===== src/rtl/barrier_pkg.sv =====
// Shared types and helpers for the barrier scheduling path.
//   lane_t        : 2-bit lane select driven to the barrier generator.
//   sched_state_t : scheduler FSM states.
//   LFSR_TAPS     : Galois tap mask for x^16+x^14+x^13+x^11 (right-shifting form).
package barrier_pkg;

  typedef enum logic [1:0] {
    LANE_NONE  = 2'b00,
    LANE_LEFT  = 2'b01,
    LANE_MID   = 2'b10,
    LANE_RIGHT = 2'b11
  } lane_t;

  typedef enum logic [1:0] {
    StIdle  = 2'b00,
    StGap   = 2'b01,
    StSpawn = 2'b10,
    StClear = 2'b11
  } sched_state_t;

  localparam logic [15:0] LFSR_TAPS = 16'hB400;

  function automatic logic [15:0] lfsr_step(input logic [15:0] state);
    return state[0] ? ((state >> 1) ^ LFSR_TAPS) : (state >> 1);
  endfunction

  // 00 has no lane of its own; fold it onto the middle lane.
  function automatic lane_t lane_map(input logic [1:0] bits);
    unique case (bits)
      2'b01:   return LANE_LEFT;
      2'b11:   return LANE_RIGHT;
      default: return LANE_MID;
    endcase
  endfunction

  function automatic lane_t lane_rotate(input lane_t lane);
    unique case (lane)
      LANE_LEFT:  return LANE_MID;
      LANE_MID:   return LANE_RIGHT;
      LANE_RIGHT: return LANE_LEFT;
      default:    return LANE_NONE;
    endcase
  endfunction

endpackage


===== src/rtl/frame_tick_gen.sv =====
// Turns a raw, asynchronous vertical-sync input into a one-cycle frame tick.
// Ports:
//   i_clk, i_rst_n : clock, asynchronous active-low reset
//   i_v_sync       : raw vertical sync (asynchronous)
//   o_frame_tick   : one-cycle pulse on the synchronised rising edge
module frame_tick_gen (
  input  logic i_clk,
  input  logic i_rst_n,
  input  logic i_v_sync,
  output logic o_frame_tick
);

  logic sync1_q, sync2_q, prev_q;

  always_ff @(posedge i_clk or negedge i_rst_n) begin
    if (!i_rst_n) begin
      sync1_q <= 1'b0;
      sync2_q <= 1'b0;
      prev_q  <= 1'b0;
    end else begin
      sync1_q <= i_v_sync;
      sync2_q <= sync1_q;
      prev_q  <= sync2_q;
    end
  end

  assign o_frame_tick = sync2_q & ~prev_q;

endmodule


===== src/rtl/barrier_scheduler.sv =====
// Paces barrier spawns for the barrier generator, one decision per frame.
// Build option: define BARRIER_NO_REPEAT_EN to forbid the same lane twice in a row.
// Ports:
//   i_clk, i_rst_n : clock, asynchronous active-low reset
//   i_v_sync       : raw vertical sync, frame marker
//   i_game_run     : 1 while a game is in progress; 0 aborts to idle
//   i_penguin_hit  : collision flag; its rising edge ends the current barrier
//   o_active       : lane select (00 none, 01 left, 10 mid, 11 right)
//   o_level        : difficulty level, saturating at 15
//   o_barrier_cnt  : barriers completed since run start (wraps)
//   o_spawn        : one-cycle pulse when a barrier is issued
module barrier_scheduler
  import barrier_pkg::*;
#(
  parameter int unsigned TRAVEL_FRAMES = 120,
  parameter int unsigned CLEAR_FRAMES  = 2,
  parameter int unsigned GAP_INIT      = 90,
  parameter int unsigned GAP_MIN       = 20,
  parameter int unsigned GAP_STEP      = 10,
  parameter int unsigned LEVEL_LEN     = 8,
  parameter logic [15:0] LFSR_SEED     = 16'hACE1
) (
  input  logic        i_clk,
  input  logic        i_rst_n,
  input  logic        i_v_sync,
  input  logic        i_game_run,
  input  logic        i_penguin_hit,
  output logic [1:0]  o_active,
  output logic [3:0]  o_level,
  output logic [15:0] o_barrier_cnt,
  output logic        o_spawn
);

  localparam int unsigned CntMax0 = (TRAVEL_FRAMES > GAP_INIT) ? TRAVEL_FRAMES : GAP_INIT;
  localparam int unsigned CntMax  = (CntMax0 > CLEAR_FRAMES) ? CntMax0 : CLEAR_FRAMES;
  localparam int unsigned CntW    = $clog2(CntMax + 1);
  localparam int unsigned LvlW    = (LEVEL_LEN > 1) ? $clog2(LEVEL_LEN) : 1;

  logic frame_tick;

  frame_tick_gen u_frame_tick_gen (
    .i_clk        (i_clk),
    .i_rst_n      (i_rst_n),
    .i_v_sync     (i_v_sync),
    .o_frame_tick (frame_tick)
  );

  sched_state_t    state_q, state_d;
  logic [CntW-1:0] cnt_q, cnt_d;
  logic [CntW-1:0] gap_q, gap_d;
  logic [15:0]     lfsr_q, lfsr_d;
  lane_t           lane_q, lane_d;
  logic [3:0]      level_q, level_d;
  logic [15:0]     bcnt_q, bcnt_d;
  logic [LvlW-1:0] lvl_cnt_q, lvl_cnt_d;
  logic            spawn_q, spawn_d;
  logic            hit_q;
  logic            hit_edge;
  lane_t           lane_pick;

  assign hit_edge = i_penguin_hit & ~hit_q;

  // lane_q still holds the previously spawned lane while in GAP.
  always_comb begin
    lane_pick = lane_map(lfsr_q[1:0]);
`ifdef BARRIER_NO_REPEAT_EN
    if (lane_pick == lane_q) lane_pick = lane_rotate(lane_pick);
`endif
  end

  always_comb begin
    state_d   = state_q;
    cnt_d     = cnt_q;
    gap_d     = gap_q;
    lfsr_d    = lfsr_q;
    lane_d    = lane_q;
    level_d   = level_q;
    bcnt_d    = bcnt_q;
    lvl_cnt_d = lvl_cnt_q;
    spawn_d   = 1'b0;

    if (frame_tick && (state_q != StIdle)) lfsr_d = lfsr_step(lfsr_q);

    if (!i_game_run) begin
      state_d   = StIdle;
      cnt_d     = '0;
      gap_d     = CntW'(GAP_INIT);
      lane_d    = LANE_NONE;
      level_d   = '0;
      bcnt_d    = '0;
      lvl_cnt_d = '0;
    end else begin
      unique case (state_q)
        StIdle: begin
          state_d = StGap;
          cnt_d   = '0;
        end
        StGap: begin
          if (frame_tick) begin
            if (cnt_q == gap_q - CntW'(1)) begin
              state_d = StSpawn;
              cnt_d   = '0;
              lane_d  = lane_pick;
              spawn_d = 1'b1;
            end else begin
              cnt_d = cnt_q + CntW'(1);
            end
          end
        end
        StSpawn: begin
          // A hit edge and travel expiry on the same cycle merge into one exit.
          if (hit_edge || (frame_tick && (cnt_q == CntW'(TRAVEL_FRAMES - 1)))) begin
            state_d = StClear;
            cnt_d   = '0;
            bcnt_d  = bcnt_q + 16'd1;
            if (lvl_cnt_q == LvlW'(LEVEL_LEN - 1)) begin
              lvl_cnt_d = '0;
              if (level_q != 4'd15) level_d = level_q + 4'd1;
              if (32'(gap_q) >= GAP_MIN + GAP_STEP) gap_d = gap_q - CntW'(GAP_STEP);
              else                                  gap_d = CntW'(GAP_MIN);
            end else begin
              lvl_cnt_d = lvl_cnt_q + LvlW'(1);
            end
          end else if (frame_tick) begin
            cnt_d = cnt_q + CntW'(1);
          end
        end
        StClear: begin
          if (frame_tick) begin
            if (cnt_q == CntW'(CLEAR_FRAMES - 1)) begin
              state_d = StGap;
              cnt_d   = '0;
            end else begin
              cnt_d = cnt_q + CntW'(1);
            end
          end
        end
        default: state_d = StIdle;
      endcase
    end
  end

  always_ff @(posedge i_clk or negedge i_rst_n) begin
    if (!i_rst_n) begin
      state_q   <= StIdle;
      cnt_q     <= '0;
      gap_q     <= CntW'(GAP_INIT);
      lfsr_q    <= LFSR_SEED;
      lane_q    <= LANE_NONE;
      level_q   <= '0;
      bcnt_q    <= '0;
      lvl_cnt_q <= '0;
      spawn_q   <= 1'b0;
      hit_q     <= 1'b0;
    end else begin
      state_q   <= state_d;
      cnt_q     <= cnt_d;
      gap_q     <= gap_d;
      lfsr_q    <= lfsr_d;
      lane_q    <= lane_d;
      level_q   <= level_d;
      bcnt_q    <= bcnt_d;
      lvl_cnt_q <= lvl_cnt_d;
      spawn_q   <= spawn_d;
      hit_q     <= i_penguin_hit;
    end
  end

  assign o_active      = (state_q == StSpawn) ? lane_q : LANE_NONE;
  assign o_level       = level_q;
  assign o_barrier_cnt = bcnt_q;
  assign o_spawn       = spawn_q;

endmodule


===== config.mk =====
export PLATFORM = sky130hd
export DESIGN_NAME = barrier_scheduler
export DESIGN_NICKNAME = d
export VERILOG_FILES = /design/src/rtl/barrier_pkg.sv /design/src/rtl/frame_tick_gen.sv /design/src/rtl/barrier_scheduler.sv
export SDC_FILE = /design/constraint.sdc
export NUM_CORES = 1
export LEC_CHECK = 0
export BUFFER_PORTS_ARGS = -buffer_cell sky130_fd_sc_hd__buf_2
export CORE_ASPECT_RATIO = 1.1
export CORE_MARGIN = 2
export CORE_UTILIZATION = 45
export DETAILED_ROUTE_END_ITERATION = 8
export SYNTH_ARGS = -nofsm -noshare
export SYNTH_HDL_FRONTEND = slang
export SYNTH_SLANG_ARGS = --single-unit

===== constraint.sdc =====
create_clock -name i_clk -period 2.5 [get_ports i_clk]
set_input_delay 0.25 -clock i_clk [delete_from_list [all_inputs] [get_ports i_clk]]
set_output_delay 0.25 -clock i_clk [all_outputs]
set_load 0.01 [all_outputs]

# Word level (Yosys, flattened, before mapping)
# Cells that the tools add are included.
dict set report classes {
  order_cmp 1
  n_mul 0
  n_div 0
  n_eq_ne 23
  bitwise_logic 5
  shifts 0
  n_reduce_logical 11
  n_addsub 6
  mux 43
}
# op count
set op_table {}
lappend op_table {{2-to-1 mux 7 bit} 12}
lappend op_table {{2-to-1 mux 16 bit} 4}
lappend op_table {{one-hot mux 7 bit (4 select lines)} 1}
lappend op_table {{2-to-1 mux 2 bit} 11}
lappend op_table {{2-to-1 mux 4 bit} 5}
lappend op_table {{adder 16 x 1 -> 16 bit (second input constant)} 1}
lappend op_table {{inequality test 3 bit (second input constant)} 5}
lappend op_table {{inequality test 2 x 1 -> 1 bit (second input constant)} 7}
lappend op_table {{2-to-1 mux 3 bit} 4}
lappend op_table {{AND reduction 3 bit} 3}
lappend op_table {{inequality test 4 bit (second input constant)} 2}
lappend op_table {{one-hot mux 2 bit (4 select lines)} 1}
lappend op_table {{adder 7 x 1 -> 7 bit (second input constant)} 1}
lappend op_table {{== test 7 x 1 -> 1 bit (second input constant)} 1}
lappend op_table {{== test 7 bit} 1}
lappend op_table {{== test 7 bit (second input constant)} 1}
lappend op_table {{>= comparator 7 x 5 -> 1 bit (second input constant)} 1}
lappend op_table {{subtractor 7 x 1 -> 7 bit (second input constant)} 1}
lappend op_table {{subtractor 7 x 4 -> 7 bit (second input constant)} 1}
lappend op_table {{== test 2 bit (second input constant)} 3}
lappend op_table {{AND reduction 5 bit} 1}
lappend op_table {{adder 4 x 1 -> 4 bit (second input constant)} 1}
lappend op_table {{== test 2 x 1 -> 1 bit (second input constant)} 2}
lappend op_table {{2-to-1 mux 1 bit} 4}
lappend op_table {{other kinds (12)} 15}
dict set report word_totals {
  register_bits 62
  word_cells 102
  mem_bits_ro 0
  latch_bits 0
  mem_count 0
  ramBits 0
  in_bits 5
  output_inout_bits 23
}

# Depth between registers and ports, before layout
dict set report depth {
  word_depth 7
  depth_mapped 9
  mapped_depth_nobuf 8
}

# By module
# From an unflattened synthesis, not the netlist that was laid out.
dict set report unflattened {
  hier_cells 327
  hier_area_um2 3258.1
}
# mod instances cells_each seq_area_each_um2 area_each_um2
set by_module_without_submodules {}
lappend by_module_without_submodules {barrier_scheduler 1 323 1466.4 3169.3}
lappend by_module_without_submodules {frame_tick_gen 1 4 75.1 88.8}

# Least setup slack after synthesis
# No wires, ideal clock.
dict set report synth_path {
  path_type {flip-flop to flip-flop}
  from {register gap_q[1]}
  to {register lane_q[1]}
  t_required_ps 2374
  setup_time_ps 126
  synth_period_minus_slack_ps 2321
  stages_incl_launch_ff 10
  path_buffers 1
  arrival_ps 2195
  path_slack_ps 179
  path_cell_list {dfstp_2 > buf_2 > inv_1 > ha_1 > xor2_1 > nand3_1 > nor4_1 > nand3_1 > or2_0 > o311a_1}
}
dict set report synth_between {
  elab_chain_cells 4
}
# item line_no
set synth_lines {}
lappend synth_lines {{start: declaration} barrier_scheduler.sv:50} ;# logic [CntW-1:0] gap_q, gap_d;
lappend synth_lines {{start signal: assignment} barrier_scheduler.sv:147} ;# gap_q <= CntW'(GAP_INIT);
lappend synth_lines {{start signal: assignment} barrier_scheduler.sv:158} ;# gap_q <= gap_d;
lappend synth_lines {{subtractor 7 x 1 -> 7 bit} barrier_scheduler.sv:100} ;# if (cnt_q == gap_q - CntW'(1)) begin
lappend synth_lines {{== test 7 bit} barrier_scheduler.sv:100}
lappend synth_lines {{inequality test 2 x 1 -> 1 bit (no source line)} n/a}
lappend synth_lines {{AND reduction 3 bit (no source line)} n/a}
lappend synth_lines {{end signal: assignment} barrier_scheduler.sv:160} ;# lane_q <= lane_d;
lappend synth_lines {{end: declaration} barrier_scheduler.sv:52} ;# lane_t lane_q, lane_d;
# Every way passes these cells.
# A chain may end at the register's enable or synchronous reset.

# Worst setup path in the final report
# Same ends and word-level chain as after synthesis.

==> impl_metrics.xml <==
<?xml version="1.0" encoding="UTF-8"?>
<metrics>
  <group name="sta">
    <metric name="layout_worst_path_cycle_share" unit="">0.907</metric>
    <metric name="post-route-worst-setup-slack" unit="ps">233</metric>
    <metric name="timing.setup.tns" unit="ps">0</metric>
    <metric name="clock.fmax" unit="MHz">441</metric>
    <metric name="holdWs" unit="ps">26.0</metric>
    <metric name="report.final.setup_viol" unit="">0</metric>
    <metric name="timing_worst_slew_pin_value" unit="ps">636</metric>
    <metric name="finalHoldViolations" unit="">0</metric>
    <metric name="slew_headroom" unit="">0.576</metric>
    <metric name="worst_clock_skew" unit="ps">7.97</metric>
    <metric name="grt_setup_unrepaired" unit="">false</metric>
    <metric name="final_period_minus_worst_setup_slack" unit="ps">2270</metric>
    <metric name="maxSlewViolCount" unit="">0</metric>
  </group>
  <group name="yosys">
    <metric name="asyncSetResetFlopFracSynth" unit="">1.00</metric>
    <metric name="count_of_flip_flops_with_a_built_in_enable_after_synthesis" unit="">0</metric>
    <metric name="seq_area_frac_synth" unit="">0.479</metric>
    <metric name="syn-instance-count" unit="">321</metric>
    <metric name="synth_ff_type" unit="">sky130_fd_sc_hd__dfrtp_1</metric>
    <metric name="synth_area_per_cell" unit="um^2">10.0</metric>
    <metric name="synth.net_count" unit="">338</metric>
    <metric name="count_of_synthesis_stage_warnings_from_yosys" unit="">0</metric>
    <metric name="ys_types" unit="">53</metric>
    <metric name="post_synthesis_cell_area" unit="um^2">3220</metric>
    <metric name="synth-seq-cells" unit="">61</metric>
  </group>
  <group name="global_routing">
    <metric name="number_of_antenna_violations_at_the_first_check_in_global_routing" unit="">0</metric>
    <metric name="gr-usage-all-layers" unit="">0.182</metric>
    <metric name="grt_max_degree" unit="">36</metric>
    <metric name="global_route_wire_length_before_repair" unit="mm">11.3</metric>
    <metric name="number_of_global_route_vias_before_repair" unit="">2400</metric>
    <metric name="overflow" unit="">0</metric>
  </group>
  <group name="floorplan">
    <metric name="fp.coreArea" unit="um^2">6970</metric>
    <metric name="placementRows" unit="">32</metric>
    <metric name="die_span_in_y" unit="um">92.7</metric>
    <metric name="boundaryPins" unit="">28</metric>
    <metric name="initial_core_util" unit="">0.462</metric>
    <metric name="die-width" unit="um">84.6</metric>
    <metric name="die_area" unit="um^2">7840</metric>
  </group>
  <group name="layout">
    <metric name="fillerInstances" unit="">649</metric>
    <metric name="final_nets" unit="">378</metric>
    <metric name="post_layout_nonfiller_instances" unit="">451</metric>
    <metric name="final_cell_area" unit="um^2">3750</metric>
    <metric name="postLayoutCoreUtil" unit="">0.538</metric>
    <metric name="final_layout_size_suffix_gt1_frac" unit="">0.235</metric>
    <metric name="syn2layout_area_growth" unit="%">16.5</metric>
    <metric name="antenna_cells" unit="">0</metric>
  </group>
  <group name="clocking">
    <metric name="clock_insertion_delay_worst_skew" unit="ps">340</metric>
    <metric name="tritoncts" unit="">built</metric>
    <metric name="h-tree-depth" unit="">3</metric>
    <metric name="cts-root-buf" unit="">sky130_fd_sc_hd__clkbuf_8</metric>
    <metric name="path_clk_slew" unit="ps">80</metric>
    <metric name="clock_tree.buffer_depth" unit="">2</metric>
    <metric name="cts_inserted_buffers" unit="">9</metric>
    <metric name="clkSinkCount" unit="">61</metric>
  </group>
  <group name="power">
    <metric name="internal-power" unit="mW">2.02</metric>
    <metric name="sequential_cell_fraction_of_total_power" unit="">0.441</metric>
    <metric name="p_leak" unit="nW">1.67</metric>
    <metric name="p_comb_frac" unit="">0.191</metric>
    <metric name="power_per_cell_area" unit="nW/um^2">751</metric>
    <metric name="p_clk_frac" unit="">0.368</metric>
    <metric name="power" unit="mW">2.81</metric>
    <metric name="net-switching-power" unit="mW">0.790</metric>
    <metric name="vdd.ir_drop.worst" unit="mV">0.500</metric>
    <metric name="switching_share" unit="">0.281</metric>
  </group>
  <group name="routing">
    <metric name="route.final.wire_length" unit="mm">6.52</metric>
    <metric name="drt_first_iter_violations" unit="">118</metric>
    <metric name="drt_pass1_iterations" unit="">4</metric>
    <metric name="detailroute.via_count" unit="">2438</metric>
    <metric name="routedWlPerCell" unit="um">14.4</metric>
    <metric name="drc" unit="">0</metric>
    <metric name="viasPerCell" unit="">5.41</metric>
    <metric name="final_antenna_net_count" unit="">0</metric>
  </group>
  <group name="placed_design">
    <metric name="post_dp_cell_area" unit="um^2">3490</metric>
    <metric name="hpwl" unit="mm">4.45</metric>
    <metric name="pre_cts_slack" unit="ps">183</metric>
    <metric name="post-place-cells" unit="">432</metric>
    <metric name="gpl.final_weighted_congestion" unit="">0.791</metric>
    <metric name="place.port_buffers" unit="">27</metric>
  </group>
  <group name="hold_path">
    <metric name="hold_class" unit="">in -&gt; reg</metric>
    <metric name="min_path_cells" unit="">1</metric>
  </group>
  <group name="setup_path">
    <metric name="timing.critical_path.to_type" unit="">register</metric>
    <metric name="reg2reg_depth" unit="">8</metric>
    <metric name="cp-start-kind" unit="">register</metric>
    <metric name="required" unit="ps">2730</metric>
    <metric name="critical_path_type" unit="">reg -&gt; reg</metric>
    <metric name="crit_arrival" unit="ps">2500</metric>
    <metric name="top_fanout_value_on_the_critical_path" unit="">3</metric>
  </group>
  <group name="job">
    <metric name="max_cap_viol_count" unit="">0</metric>
  </group>
  <group name="run_status">
    <metric name="status" unit="">finished clean</metric>
  </group>
</metrics>
[final cells by class]
| type | count | area, um^2 | area share |
|---|---|---|---|
| multi-input cells | 232 | 1550 | 0.413 |
| repair buffers | 42 | 265 | 0.0708 |
| clock inverters | 5 | 81.3 | 0.0217 |
| clock buffers | 11 | 151 | 0.0404 |
| well taps | 85 | 106 | 0.0284 |
| inverters | 15 | 56.3 | 0.0150 |
| flip-flops and latches | 61 | 1540 | 0.411 |
[registers in the layout, summed over array words and instances (netlist names)]
| name | count |
|---|---|
| gap_q | 6 |
| lvl_cnt_q | 3 |
| u_frame_tick_gen.prev_q | 1 |
| lfsr_q | 16 |
| o_barrier_cnt | 16 |
| o_level | 4 |
| u_frame_tick_gen.sync2_q | 1 |
| u_frame_tick_gen.sync1_q | 1 |
| cnt_q | 7 |
| lane_q | 2 |
| o_spawn | 1 |
| hit_q | 1 |
| state_q | 2 |
[cell usage after synthesis, drive strengths merged (2+ instances only)]
| cell | count | share of area |
|---|---|---|
| nand2 | 21 | 0.025 |
| clkbuf | 6 | 0.0070 |
| mux2i | 3 | 0.0093 |
| nor2b | 3 | 0.0058 |
| or3 | 3 | 0.0058 |
| nor3 | 7 | 0.011 |
| nor4b | 3 | 0.0082 |
| ha | 12 | 0.047 |
| dfstp | 12 | 0.098 |
| o311ai | 4 | 0.011 |
| a21boi | 2 | 0.0047 |
| o41ai | 2 | 0.0054 |
| nand2b | 8 | 0.016 |
| nand3 | 17 | 0.026 |
| a31oi | 2 | 0.0039 |
| o311a | 2 | 0.0062 |
| and3 | 3 | 0.0058 |
| nand4 | 6 | 0.012 |
| nor2 | 33 | 0.039 |
| nor4 | 8 | 0.020 |
| o22ai | 2 | 0.0039 |
| xor2 | 6 | 0.016 |
| and2 | 3 | 0.0058 |
| a21oi | 19 | 0.031 |
| dfrtp | 49 | 0.38 |
| buf | 7 | 0.016 |
| inv | 15 | 0.018 |
| o21ai | 16 | 0.025 |
| xnor2 | 17 | 0.046 |
| nor3b | 4 | 0.011 |
| mux2 | 13 | 0.046 |
[kinds of logic after synthesis]
group,after synthesis,share of synthesized area
fa+ha+maj,12,0.0467
compound gates,58,0.116
mux,16,0.0548
buf+inv,28,0.0401
simple gates,123,0.201
flops,61,0.479
xor+xnor,23,0.0626
[per-layer routing]
metal  vias up  routed length [um]  global-route usage
met5         -                   0                   0
met4         0                 124              0.0754
met3        13                 290              0.0508
met2        45                2960               0.284
met1      1171                3140               0.238
li1       1209                   -                   -
[critical path, cell delays in order, from the launching register on]
cell	delay, ps
sky130_fd_sc_hd__dfstp_2	530
sky130_fd_sc_hd__inv_1	40
sky130_fd_sc_hd__ha_1	320
sky130_fd_sc_hd__xor2_1	140
sky130_fd_sc_hd__nand3_1	110
sky130_fd_sc_hd__nor4_1	310
sky130_fd_sc_hd__nand3_1	180
sky130_fd_sc_hd__or2_0	250
sky130_fd_sc_hd__o311a_1	290
[worst paths after layout]
path                                     startpoint                       end  slack [ps]
min                                   i_penguin_hit                     hit_q          30
max reg2reg                                gap_q[1]                 lane_q[1]         230
min reg2reg                u_frame_tick_gen.sync1_q  u_frame_tick_gen.sync2_q         350
max in group asynchronous                   i_rst_n                 lfsr_q[7]        1360
max                                        gap_q[1]                 lane_q[1]         230
min in group asynchronous                   i_rst_n                  cnt_q[5]         460
[layout by cell type, fill, tap and decap left out, types with 8 or more instances in the layout]
master	n
sky130_fd_sc_hd__dfrtp_1	49
sky130_fd_sc_hd__nor2_1	33
sky130_fd_sc_hd__buf_2	27
sky130_fd_sc_hd__nand2_1	21
sky130_fd_sc_hd__a21oi_1	18
sky130_fd_sc_hd__nand3_1	17
sky130_fd_sc_hd__xnor2_1	17
sky130_fd_sc_hd__inv_1	15
sky130_fd_sc_hd__mux2_2	12
sky130_fd_sc_hd__ha_1	12
sky130_fd_sc_hd__dfstp_2	12
sky130_fd_sc_hd__buf_4	12
sky130_fd_sc_hd__o21ai_0	11
sky130_fd_sc_hd__clkbuf_8	11
sky130_fd_sc_hd__nand2b_1	8
[timing repair]
| item | 4_1_cts | 5_1_grt |
|---|---|---|
| hold endpoints to repair | 22 | 1 |
| resized for setup | 0 | 1 |
| hold buffers | 1 | 1 |
| endpoints found under the setup margin | 0 | 6 |
| setup buffers | 0 | 1 |
[power groups by stage]
stage               Clock (mW)  Combinational, mW  Sequential, mW
finish                    1.04              0.538            1.24
global route              1.10              0.614            1.26
CTS                       1.06              0.530            1.24
detailed placement           0              0.526            1.26
global placement             0              0.517            1.26
floorplan                    0              0.382            1.24
Note: power is estimated with default switching activity, not from simulation.
